File: config.mk
export PLATFORM = sky130hd
export DESIGN_NAME = yurut_birim_denetleyici
export DESIGN_NICKNAME = d
export VERILOG_FILES = /design/src/rtl/yurut_birim_denetleyici.sv
export SDC_FILE = /design/constraint.sdc
export NUM_CORES = 1
export LEC_CHECK = 0
export BUFFER_PORTS_ARGS = -buffer_cell sky130_fd_sc_hd__buf_2
export CORE_ASPECT_RATIO = 0.75
export CORE_MARGIN = 2
export CORE_UTILIZATION = 52
export CTS_CLUSTER_DIAMETER = 80
export DETAILED_ROUTE_END_ITERATION = 7
export PLACE_DENSITY = 0.78
export SYNTH_ARGS = -nofsm -noshare
export SYNTH_HDL_FRONTEND = slang
export SYNTH_SLANG_ARGS = --single-unit
File: constraint.sdc
create_clock -name clk_i -period 2 [get_ports clk_i]
set_input_delay 0.3 -clock clk_i [delete_from_list [all_inputs] [get_ports clk_i]]
set_output_delay 0.3 -clock clk_i [all_outputs]
set_load 0.1 [all_outputs]
File: src/rtl/yurut_birim_denetleyici.sv
// Execute-stage unit sequencer: passes single-cycle results through, starts multi-cycle
// units, stalls the front end until they finish, and handles flush and watchdog timeout.
module yurut_birim_denetleyici #(
  parameter int unsigned CARP_GECIKME = 3,
  parameter int unsigned ZAMAN_ASIMI  = 64
) (
  input  logic       clk_i,
  input  logic       rst_ni,
  input  logic       gecerli_i,
  input  logic [2:0] birim_i,
  input  logic       bosalt_i,
  input  logic [3:0] birim_bitti_i,
  output logic [3:0] baslat_o,
  output logic       durdur_o,
  output logic       sonuc_gecerli_o,
  output logic [2:0] sonuc_birim_o,
  output logic       iptal_o,
  output logic       mesgul_o,
  output logic       zaman_asimi_o
);

  localparam int unsigned SW = $clog2(ZAMAN_ASIMI + 1);

  localparam logic [2:0] AMB       = 3'd0;
  localparam logic [2:0] CARPMA    = 3'd1;
  localparam logic [2:0] BOLME     = 3'd2;
  localparam logic [2:0] SIFRELEME = 3'd3;
  localparam logic [2:0] YAPAYZEKA = 3'd4;
  localparam logic [2:0] SISTEM    = 3'd5;

  typedef enum logic [1:0] {BOSTA, BEKLE, TAMAM, HATA} durum_t;

  durum_t        durum, sonraki;
  logic [SW-1:0] sayac, sayac_d;
  logic [2:0]    birim_q, birim_d;
  logic          tek_dongu, cok_dongu, bitti;
  logic          unused_bitti0;

  // CARPMA has no done strobe; its latency is counted instead.
  assign unused_bitti0 = birim_bitti_i[0];

  assign tek_dongu = (birim_i == AMB) || (birim_i == SISTEM);
  assign cok_dongu = (birim_i == CARPMA) || (birim_i == BOLME) ||
                     (birim_i == SIFRELEME) || (birim_i == YAPAYZEKA);

  always_comb begin
    bitti = 1'b0;
    unique case (birim_q)
      CARPMA:    bitti = (sayac == SW'(CARP_GECIKME - 1));
      BOLME:     bitti = birim_bitti_i[1];
      SIFRELEME: bitti = birim_bitti_i[2];
      YAPAYZEKA: bitti = birim_bitti_i[3];
      default:   bitti = 1'b0;
    endcase
  end

  // NOTE: sequential state uses non-blocking assignments so every register samples pre-edge values.
  always_ff @(posedge clk_i or negedge rst_ni) begin
    if (!rst_ni) begin
      durum   <= BOSTA;
      sayac   <= '0;
      birim_q <= AMB;
    end else begin
      durum   <= sonraki;
      sayac   <= sayac_d;
      birim_q <= birim_d;
    end
  end

  // NOTE: every combinational output gets a default first so no path infers a latch.
  always_comb begin
    sonraki = durum;
    sayac_d = sayac;
    birim_d = birim_q;
    if (bosalt_i) begin
      sonraki = BOSTA;
      sayac_d = '0;
    end else begin
      unique case (durum)
        BOSTA: begin
          if (gecerli_i && cok_dongu) begin
            sonraki = BEKLE;
            birim_d = birim_i;
            sayac_d = '0;
          end
        end
        BEKLE: begin
          sayac_d = sayac + SW'(1);
          if (bitti)
            sonraki = TAMAM;
          else if (sayac == SW'(ZAMAN_ASIMI - 1))
            sonraki = HATA;
        end
        TAMAM:   sonraki = BOSTA;
        HATA:    sonraki = BOSTA;
        default: sonraki = BOSTA;
      endcase
    end
  end

  always_comb begin
    baslat_o        = '0;
    durdur_o        = 1'b0;
    sonuc_gecerli_o = 1'b0;
    sonuc_birim_o   = '0;
    iptal_o         = 1'b0;
    mesgul_o        = 1'b0;
    if (rst_ni) begin
      mesgul_o      = (durum != BOSTA);
      sonuc_birim_o = (durum == BOSTA) ? birim_i : birim_q;
      if (bosalt_i) begin
        iptal_o = (durum != BOSTA);
      end else begin
        unique case (durum)
          BOSTA: begin
            if (gecerli_i && tek_dongu) begin
              sonuc_gecerli_o = 1'b1;
            end else if (gecerli_i && cok_dongu) begin
              durdur_o = 1'b1;
              unique case (birim_i)
                CARPMA:    baslat_o = 4'b0001;
                BOLME:     baslat_o = 4'b0010;
                SIFRELEME: baslat_o = 4'b0100;
                default:   baslat_o = 4'b1000;
              endcase
            end
          end
          BEKLE:   durdur_o        = 1'b1;
          TAMAM:   sonuc_gecerli_o = 1'b1;
          HATA:    iptal_o         = 1'b1;
          default: ;
        endcase
      end
    end
  end

  // Sticky: once a unit has hung, software must see it until the next reset.
  always_ff @(posedge clk_i or negedge rst_ni) begin
    if (!rst_ni)
      zaman_asimi_o <= 1'b0;
    else if (durum == HATA)
      zaman_asimi_o <= 1'b1;
  end

endmodule

==> Word level (Yosys, flattened, before mapping) <==
Cells that the tools add are included.
Widths: inputs -> output; s select.
{ "word_totals": {"ram_bits": 0, "rom_bits": 0, "latchBits": 0, "regBits": 13, "out_inout_bits": 12, "in_bits": 11, "n_memories": 0, "word_cells": 66} }
{ "op_classes": {"div_mod_pow": 0, "n_bitwise": 1, "add_sub_neg": 1, "shift": 0, "mux": 30, "n_reduce_logical": 14, "n_lt_le_gt_ge": 0, "multipliers": 0, "n_eq_ne": 16} }
{ "op_table": {"columns": ["op", "count"], "rows": [
  ["$mux 4", 5],
  ["$mux 7", 2],
  ["$pmux 7 s2", 1],
  ["$eq 3x2->1 const B", 4],
  ["$pmux 4 s3", 1],
  ["$mux 1", 11],
  ["$eq 3x3->1 const B", 3],
  ["$mux 2", 4],
  ["$add 7x1->7 const B", 1],
  ["$eq 7x2->1 const B", 1],
  ["$eq 7x6->1 const B", 1],
  ["$eq 3x1->1 const B", 2],
  ["$mux 3", 2],
  ["$pmux 2 s3", 1],
  ["$eq 2x2->1 const B", 2],
  ["$logic_or 1x1->1", 4],
  ["$ne 4x4->1 const B", 1],
  ["$pmux 1 s2", 2],
  ["$pmux 1 s4", 1],
  ["$reduce_and 2->1", 2],
  ["$logic_not 3->1", 1],
  ["$ne 3x3->1 const B", 1],
  ["$reduce_and 3->1", 1],
  ["$reduce_bool 3->1", 1],
  ["6 further kinds", 7]
]} }

==> Logic depth before layout (Yosys ltp) <==
Gate-level depths: netlist of run 1.
{ "logic_depth": {"word_depth": 10, "mapped_depth": 6, "mapped_depth_nobuf": 6} }

==> Worst setup path before layout of run 1 <==
OpenSTA, ideal clock, no wires.
{ "synth_path": {"kind": "register to output", "startpoint": "reg durum[1]", "endpoint": "out baslat_o[3]", "t_arrival_ps": 3993, "required_time_ps": 1700, "n_path_buf": 1, "slack_ps": -2293, "stages_incl_launch_ff": 5, "cell_sequence": "dfrtp_1 > buf_2 > nor2_1 > nand3_1 > nor4b_1"} }
{ "synth_via": {"elab_chain_len": 4} }
{ "synth_rtl": {"columns": ["element", "line_no", "source"], "rows": [
  ["from (decl)", "33", "durum_t durum, sonraki;"],
  ["from (signal assigned)", "64", "durum <= sonraki;"],
  ["$logic_not 2->1", "114", "unique case (durum)"],
  ["$mux 4", "114", null],
  ["$mux 4", "111", "if (bosalt_i) begin"],
  ["$mux 4", "108", "if (rst_ni) begin"],
  ["to (decl)", "13", "output logic [3:0] baslat_o,"]
]} }
No other way between the ends.

==> Worst setup path in the final report of run 1 <==
{ "layout_path": {"startpoint": "reg durum[1]", "endpoint": "out iptal_o"} }
{ "layout_via": {"elab_chain_len": 4, "word_cells_on_any_way": 5, "classes_between": "1 x eq/ne; 3 x mux; 1 x reduce/logical"} }
{ "layout_rtl": {"columns": ["element", "line_no", "source"], "rows": [
  ["$eq 2x2->1", "114", null],
  ["$mux 1", "114", null],
  ["$mux 1 *", "111", null],
  ["$mux 1 *", "108", null],
  ["to (decl)", "17", "output logic iptal_o,"]
]} }
Mark *: on every way between the ends. The rest lies on a longest branch, timed or not.

==> results of run 1 <==
## sequential cells by signal, summed over array words and instances (netlist names)
signal	flops
sayac	7
birim_q	3
zaman_asimi_o	1
durum	2
## power breakdown
part           switching, mW  total, mW  internal [mW]
Sequential            0.0315      0.316          0.284
Combinational          0.274      0.417          0.144
Clock                 0.0928      0.170         0.0776
Total                  0.398      0.903          0.506
## logic make-up after synthesis
family                   after synthesis  synth area share, %
XOR/XNOR                               2                1.838
AND/OR/NAND/NOR                       44                27.03
buffers and inverters                 15                7.086
AO/OA/AOI/OAI                         36                26.25
multiplexers                           1                1.050
adder cells (fa/ha/maj)                2                2.624
flip-flops                            13                34.12
## final cells by class
| type | instances | area, µm² | area share (%) |
|---|---|---|---|
| flip-flops and latches | 13 | 326.6 | 23.10 |
| multi-input cells | 85 | 670.6 | 47.43 |
| well taps | 22 | 27.53 | 1.947 |
| inverters | 8 | 30.03 | 2.124 |
| clock buffers | 4 | 26.28 | 1.858 |
| repair buffers | 31 | 332.8 | 23.54 |
## critical path: stages, from the launching register on
cell and delay, ns:
dfrtp_1 0.45, buf_4 0.22, o21ai_0 0.37, a21boi_4 0.11, buf_12 0.18
## cells in the mapped netlist, drive strengths merged (2+ instances only)
library cell | n | share of area, %
xnor2 | 2 | 1.8
o32ai | 5 | 5.4
o21ai | 13 | 6.8
nand3 | 5 | 2.6
buf | 4 | 2.8
nand2b | 2 | 1.3
clkbuf | 3 | 1.2
nor2b | 2 | 1.3
nor3 | 2 | 1.0
nor3b | 2 | 1.6
and3 | 3 | 2.0
a21boi | 4 | 3.1
ha | 2 | 2.6
a31oi | 3 | 3.5
a21oi | 5 | 2.6
dfrtp | 13 | 34
nor4 | 4 | 2.6
nor2 | 7 | 3.0
inv | 7 | 2.8
nand2 | 9 | 3.5
or3 | 2 | 1.8
o21a | 2 | 1.6
## timing repair
item	4_1_cts	5_1_grt
hold endpoints to repair	13	0
setup endpoints to repair	0	4
buffers inserted	0	1
gates resized for setup	0	2
hold buffers	1	0
## metal layers
metal  track usage, %  share of wire, %  vias to the layer above
met5                0                 0                        -
met4            3.205                 0                        0
met3            8.029               8.5                        0
met2            45.99                47                       62
met1            38.33                44                      481
li1                 -                 -                      474
## path summary, 6_finish.rpt
check	start	end	slack (ns)	depth (start not counted)
setup / recovery	durum[1]$_DFFE_PN0P_	iptal_o	0.09	4
hold / removal	bosalt_i	sayac[5]$_DFFE_PN0P_	0.37	3
setup reg to reg	durum[0]$_DFFE_PN0P_	birim_q[2]$_DFFE_PN0P_	0.37	5
hold reg to reg	zaman_asimi_o$_DFFE_PN0P_	zaman_asimi_o$_DFFE_PN0P_	0.51	1
max in group asynchronous	rst_ni	durum[0]$_DFFE_PN0P_	0.82	3
min in group asynchronous	rst_ni	sayac[0]$_DFFE_PN0P_	0.72	3
## metrics by stage
stage / hold slack, ns / power [mW]
5_1_grt: 0.3784 / 0.9428
2_1_floorplan: 0.004409 / 0.5989
6_report: 0.3747 / 0.9035
3_5_place_dp: 0.2694 / 0.7244
4_1_cts: 0.3625 / 0.8963
3_3_place_gp: 0.2705 / 0.7122
==> impl_metrics.py, run 1 <==
metrics = {
    "logic_synthesis": {
        "synth_edf_count": 0,
        "syn_avg_cell_area_um2": 8.437,
        "yosysWarnings": 0,
        "synth-seq-area-share_pct": 34.12,
        "netlist_instances": 113,
        "syn-cell-area_um2": 953.4,
        "synth_seq_cells": 13,
        "synth_ff_type": "dfrtp_1",
        "synth_nets": 126,
        "async_flop_share_pct": 100.0,
        "synth_cell_type_count": 40,
    },
    "clock_tree": {
        "htreeDepth": 1,
        "cts_tree": "yes",
        "clock_latency_ns": 0.28,
        "cts-root-buf": "clkbuf_4",
        "path_clk_slew_ns": 0.08,
        "cts_buffer_depth": 2,
        "clock_sinks": 13,
        "cts_made_buffers": 3,
    },
    "placed_design": {
        "placed_area_um2": 1366,
        "numPortBuffers": 21,
        "dp_cells": 157,
        "dp_hpwl_um": 1945,
        "gp_congestion": 0.7950,
        "dp_slack_ns": 0.1406,
    },
    "setup_path": {
        "start_kind": "flip-flop",
        "critical_path_class": "flip-flop to output pin",
        "crit_path_end_kind": "output pin",
        "crit_required_ns": 1.70,
        "path_max_fanout": 14,
        "cp.arrival_ns": 1.61,
    },
    "floorplanning": {
        "fp-row-count": 13,
        "dieArea_um2": 2196,
        "die_w_um": 53.45,
        "fp.coreArea_um2": 1724,
        "chipHeight_um": 41.08,
        "floorplan.initialDensity_pct": 55.30,
        "io_pins": 23,
    },
    "worst_hold_path": {
        "hp-class": "input pin to flip-flop",
    },
    "finish": {
        "drive_above_1_share_pct": 36.17,
        "final_nets": 155,
        "layout_common_cells": "12 x dfrtp_1, 11 x buf_2, 10 x o21ai_0, 10 x buf_12",
        "mostFrequentLayoutCell": "dfrtp_1",
        "fin_util_pct": 82.00,
        "area_delta_synth_final_pct": 48.29,
        "final_area_um2": 1414,
        "instances_no_fill": 163,
        "nFillCells": 112,
        "n_antenna_cell": 0,
    },
    "routing": {
        "drtPass1Iterations": 4,
        "routed_wirelength_um": 2788,
        "wl_per_cell_um": 17.10,
        "vias_per_cell": 6.239,
        "ant_nets": 0,
        "vias": 1017,
        "drtIter0Drc": 49,
        "drc": 0,
    },
    "power": {
        "p_per_area_nw_per_um2": 639.0,
        "total_leakage_power_nw": 0.5709,
        "peakVddDrop_uv": 593.9,
    },
    "sta": {
        "finalHoldViolCount": 0,
        "tightest_slew_ns": 0.6501,
        "setup_violations": 0,
        "fmax_mhz": 522.7,
        "fin_ws_ns": 0.08694,
        "period_minus_slack_ns": 1.913,
        "fin_skew_ns": 0.002029,
        "drv_slew": 0,
        "slew_headroom_pct": 56.51,
        "fin_setup_tns_ns": 0,
        "post-route-period-util_pct": 95.65,
    },
    "flow_run": {
        "cap_viol_max_count": 0,
    },
    "global_routing": {
        "grt_pass1_vias": 880,
        "grt_pass1_wl_um": 4271,
        "grt_use_total_pct": 28.14,
        "grt_max_degree": 15,
        "grt_antenna_before_repair": 0,
        "grt_overflow": 0,
    },
    "status": {
        "outcome": "completed",
    },
}
(Power assumes the default switching activity.)
==> run 2: changes to the inputs <==
==> constraint.sdc (replaced) <==
create_clock -name clk_i -period 2 [get_ports clk_i]
set_input_delay 0.1 -clock clk_i [delete_from_list [all_inputs] [get_ports clk_i]]
set_output_delay 0.1 -clock clk_i [all_outputs]
set_load 0.1 [all_outputs]
==> impl_metrics.py, run 2 (synthesis results as in run 1) <==
metrics = {
    "setup_path": {
        "start_kind": "input pin",
        "r2r-start": "durum[0]$_DFFE_PN0P_",
        "crit_start": "rst_ni",
        "reg2reg_setup_slack_ns": 0.43,
        "timing.rr.end": "birim_q[2]$_DFFE_PN0P_",
        "path_max_fanout": 3,
        "worst-r2r-cell-count": 5,
        "cp.arrival_ns": 1.80,
        "critical_path_class": "input pin to output pin",
        "crit_required_ns": 1.90,
        "crit_path_end_kind": "output pin",
        "crit_path_end": "baslat_o[3]",
    },
    "routing": {
        "drtPass1Iterations": 4,
        "ant_nets": 0,
        "met1Wirelength_um": 1119,
        "vias": 928,
        "vias_per_cell": 5.911,
        "routed_wirelength_um": 2358,
        "drc": 0,
        "topRoutingLayerUsed": "met4",
        "wl_per_cell_um": 15.02,
        "route.met3.wl_um": 128,
        "drtIter0Drc": 17,
        "met2_wirelength_um": 1067,
    },
    "global_routing": {
        "grt_max_degree": 19,
        "grt_antenna_before_repair": 0,
        "grt_pass1_wl_um": 3657,
        "grt_use_total_pct": 24.62,
        "grt_overflow": 0,
        "grt_pass1_vias": 781,
    },
    "finish": {
        "mostFrequentLayoutCell": "buf_2",
        "layout_common_cells": "17 x buf_2, 13 x dfrtp_1, 10 x o21ai_0",
        "instances_no_fill": 157,
        "largest_reg_flops": 7,
        "final_area_um2": 1231,
        "final_nets": 149,
        "fin_util_pct": 71.41,
        "n_antenna_cell": 0,
        "top_regs": "sayac: 7 flops, birim_q: 3 flops, durum: 2 flops",
        "area_delta_synth_final_pct": 29.13,
        "regMostFlops": "sayac",
        "drive_above_1_share_pct": 31.11,
    },
    "sta": {
        "period_minus_slack_ns": 1.898,
        "fin_setup_tns_ns": 0,
        "setup_violations": 0,
        "fin_ws_ns": 0.1025,
        "post-route-period-util_pct": 94.88,
        "tightest_slew_ns": 0.4938,
        "finalHoldViolCount": 0,
        "drv_slew": 0,
        "fin_skew_ns": 0.001904,
        "rsz0062_at_grt": "no",
        "fmax_mhz": 527.0,
        "slew_headroom_pct": 67.31,
        "holdWs_ns": 0.1567,
    },
    "clock_tree": {
        "cts_made_buffers": 3,
        "cts-root-buf": "clkbuf_4",
        "clock_sinks": 13,
        "cts_tree": "yes",
        "htreeDepth": 1,
        "clock_latency_ns": 0.28,
        "path_clk_slew_ns": 0.08,
        "cts_buffer_depth": 2,
    },
    "floorplanning": {
        "floorplan.initialDensity_pct": 55.30,
        "io_pins": 23,
        "dieArea_um2": 2196,
        "fp.coreArea_um2": 1724,
        "fp-row-count": 13,
        "chipHeight_um": 41.08,
        "die_w_um": 53.45,
    },
    "power": {
        "combPwrFrac_pct": 41.6,
        "power.total_uw": 814.2,
        "total_leakage_power_nw": 0.5017,
        "p_per_area_nw_per_um2": 661.3,
        "switchingPower_uw": 363.9,
        "pwr-share-seq_pct": 38.0,
        "clockPowerShare_pct": 20.4,
        "intPower_uw": 450.4,
        "switching_share_pct": 44.69,
        "peakVddDrop_uv": 451.3,
    },
    "placed_design": {
        "placed_area_um2": 1187,
        "dp_cells": 152,
        "numPortBuffers": 21,
        "dp_hpwl_um": 1710,
        "dp_slack_ns": 0.3227,
        "gp_congestion": 0.8524,
    },
    "status": {
        "outcome": "completed",
    },
    "worst_hold_path": {
        "hp-class": "input pin to flip-flop",
    },
    "flow_run": {
        "cap_viol_max_count": 0,
    },
}
## run 2: routing by layer
| metal | vias up | GRT usage [%] |
|---|---|---|
| met1 | 433 | 32.52 |
| met2 | 25 | 39.20 |
| met5 | - | 0 |
| met4 | 0 | 7.051 |
| li1 | 463 | - |
| met3 | 7 | 7.664 |
## run 2: critical path, cell delays in order
cell and delay [ns]:
dlygate4sd3_1 0.52, buf_2 0.12, nor2b_1 0.29, nand3_2 0.20, nor4b_4 0.34, buf_12 0.21
## run 2: worst min-delay path by stage
stage	endpoint	from	cells past startpoint	slack [ns]
floorplan	birim_q[0]$_DFFE_PN0P_	rst_ni	0	-0.20
global placement	birim_q[0]$_DFFE_PN0P_	rst_ni	2	0.09
detailed placement	birim_q[2]$_DFFE_PN0P_	rst_ni	2	0.08
CTS	birim_q[2]$_DFFE_PN0P_	birim_i[1]	2	0.15
global route	birim_q[1]$_DFFE_PN0P_	birim_i[1]	3	0.19
finish	birim_q[2]$_DFFE_PN0P_	birim_i[1]	2	0.16
## run 2: repair_timing
action                                  in CTS  in global routing
hold buffers                                 1                  0
resized for setup                            0                  2
buffers inserted                             0                  0
endpoints found under the setup margin       0                  3
hold endpoints to repair                    13                  0
## run 2: power groups by stage
| stage | Combinational, mW | Sequential [mW] | Clock, mW |
|---|---|---|---|
| floorplan | 0.226 | 0.353 | 0 |
| global placement | 0.327 | 0.313 | 0 |
| detailed placement | 0.334 | 0.314 | 0 |
| CTS | 0.338 | 0.308 | 0.167 |
| global route | 0.358 | 0.312 | 0.181 |
| finish | 0.339 | 0.309 | 0.166 |
## run 2: area by class of cell
type | count | area (µm²)
well taps | 22 | 27.53
clock buffers | 4 | 26.28
repair buffers | 25 | 197.7
inverters | 8 | 30.03
flip-flops and latches | 13 | 325.3
fillers | 136 | 493.0
multi-input cells | 85 | 624.3
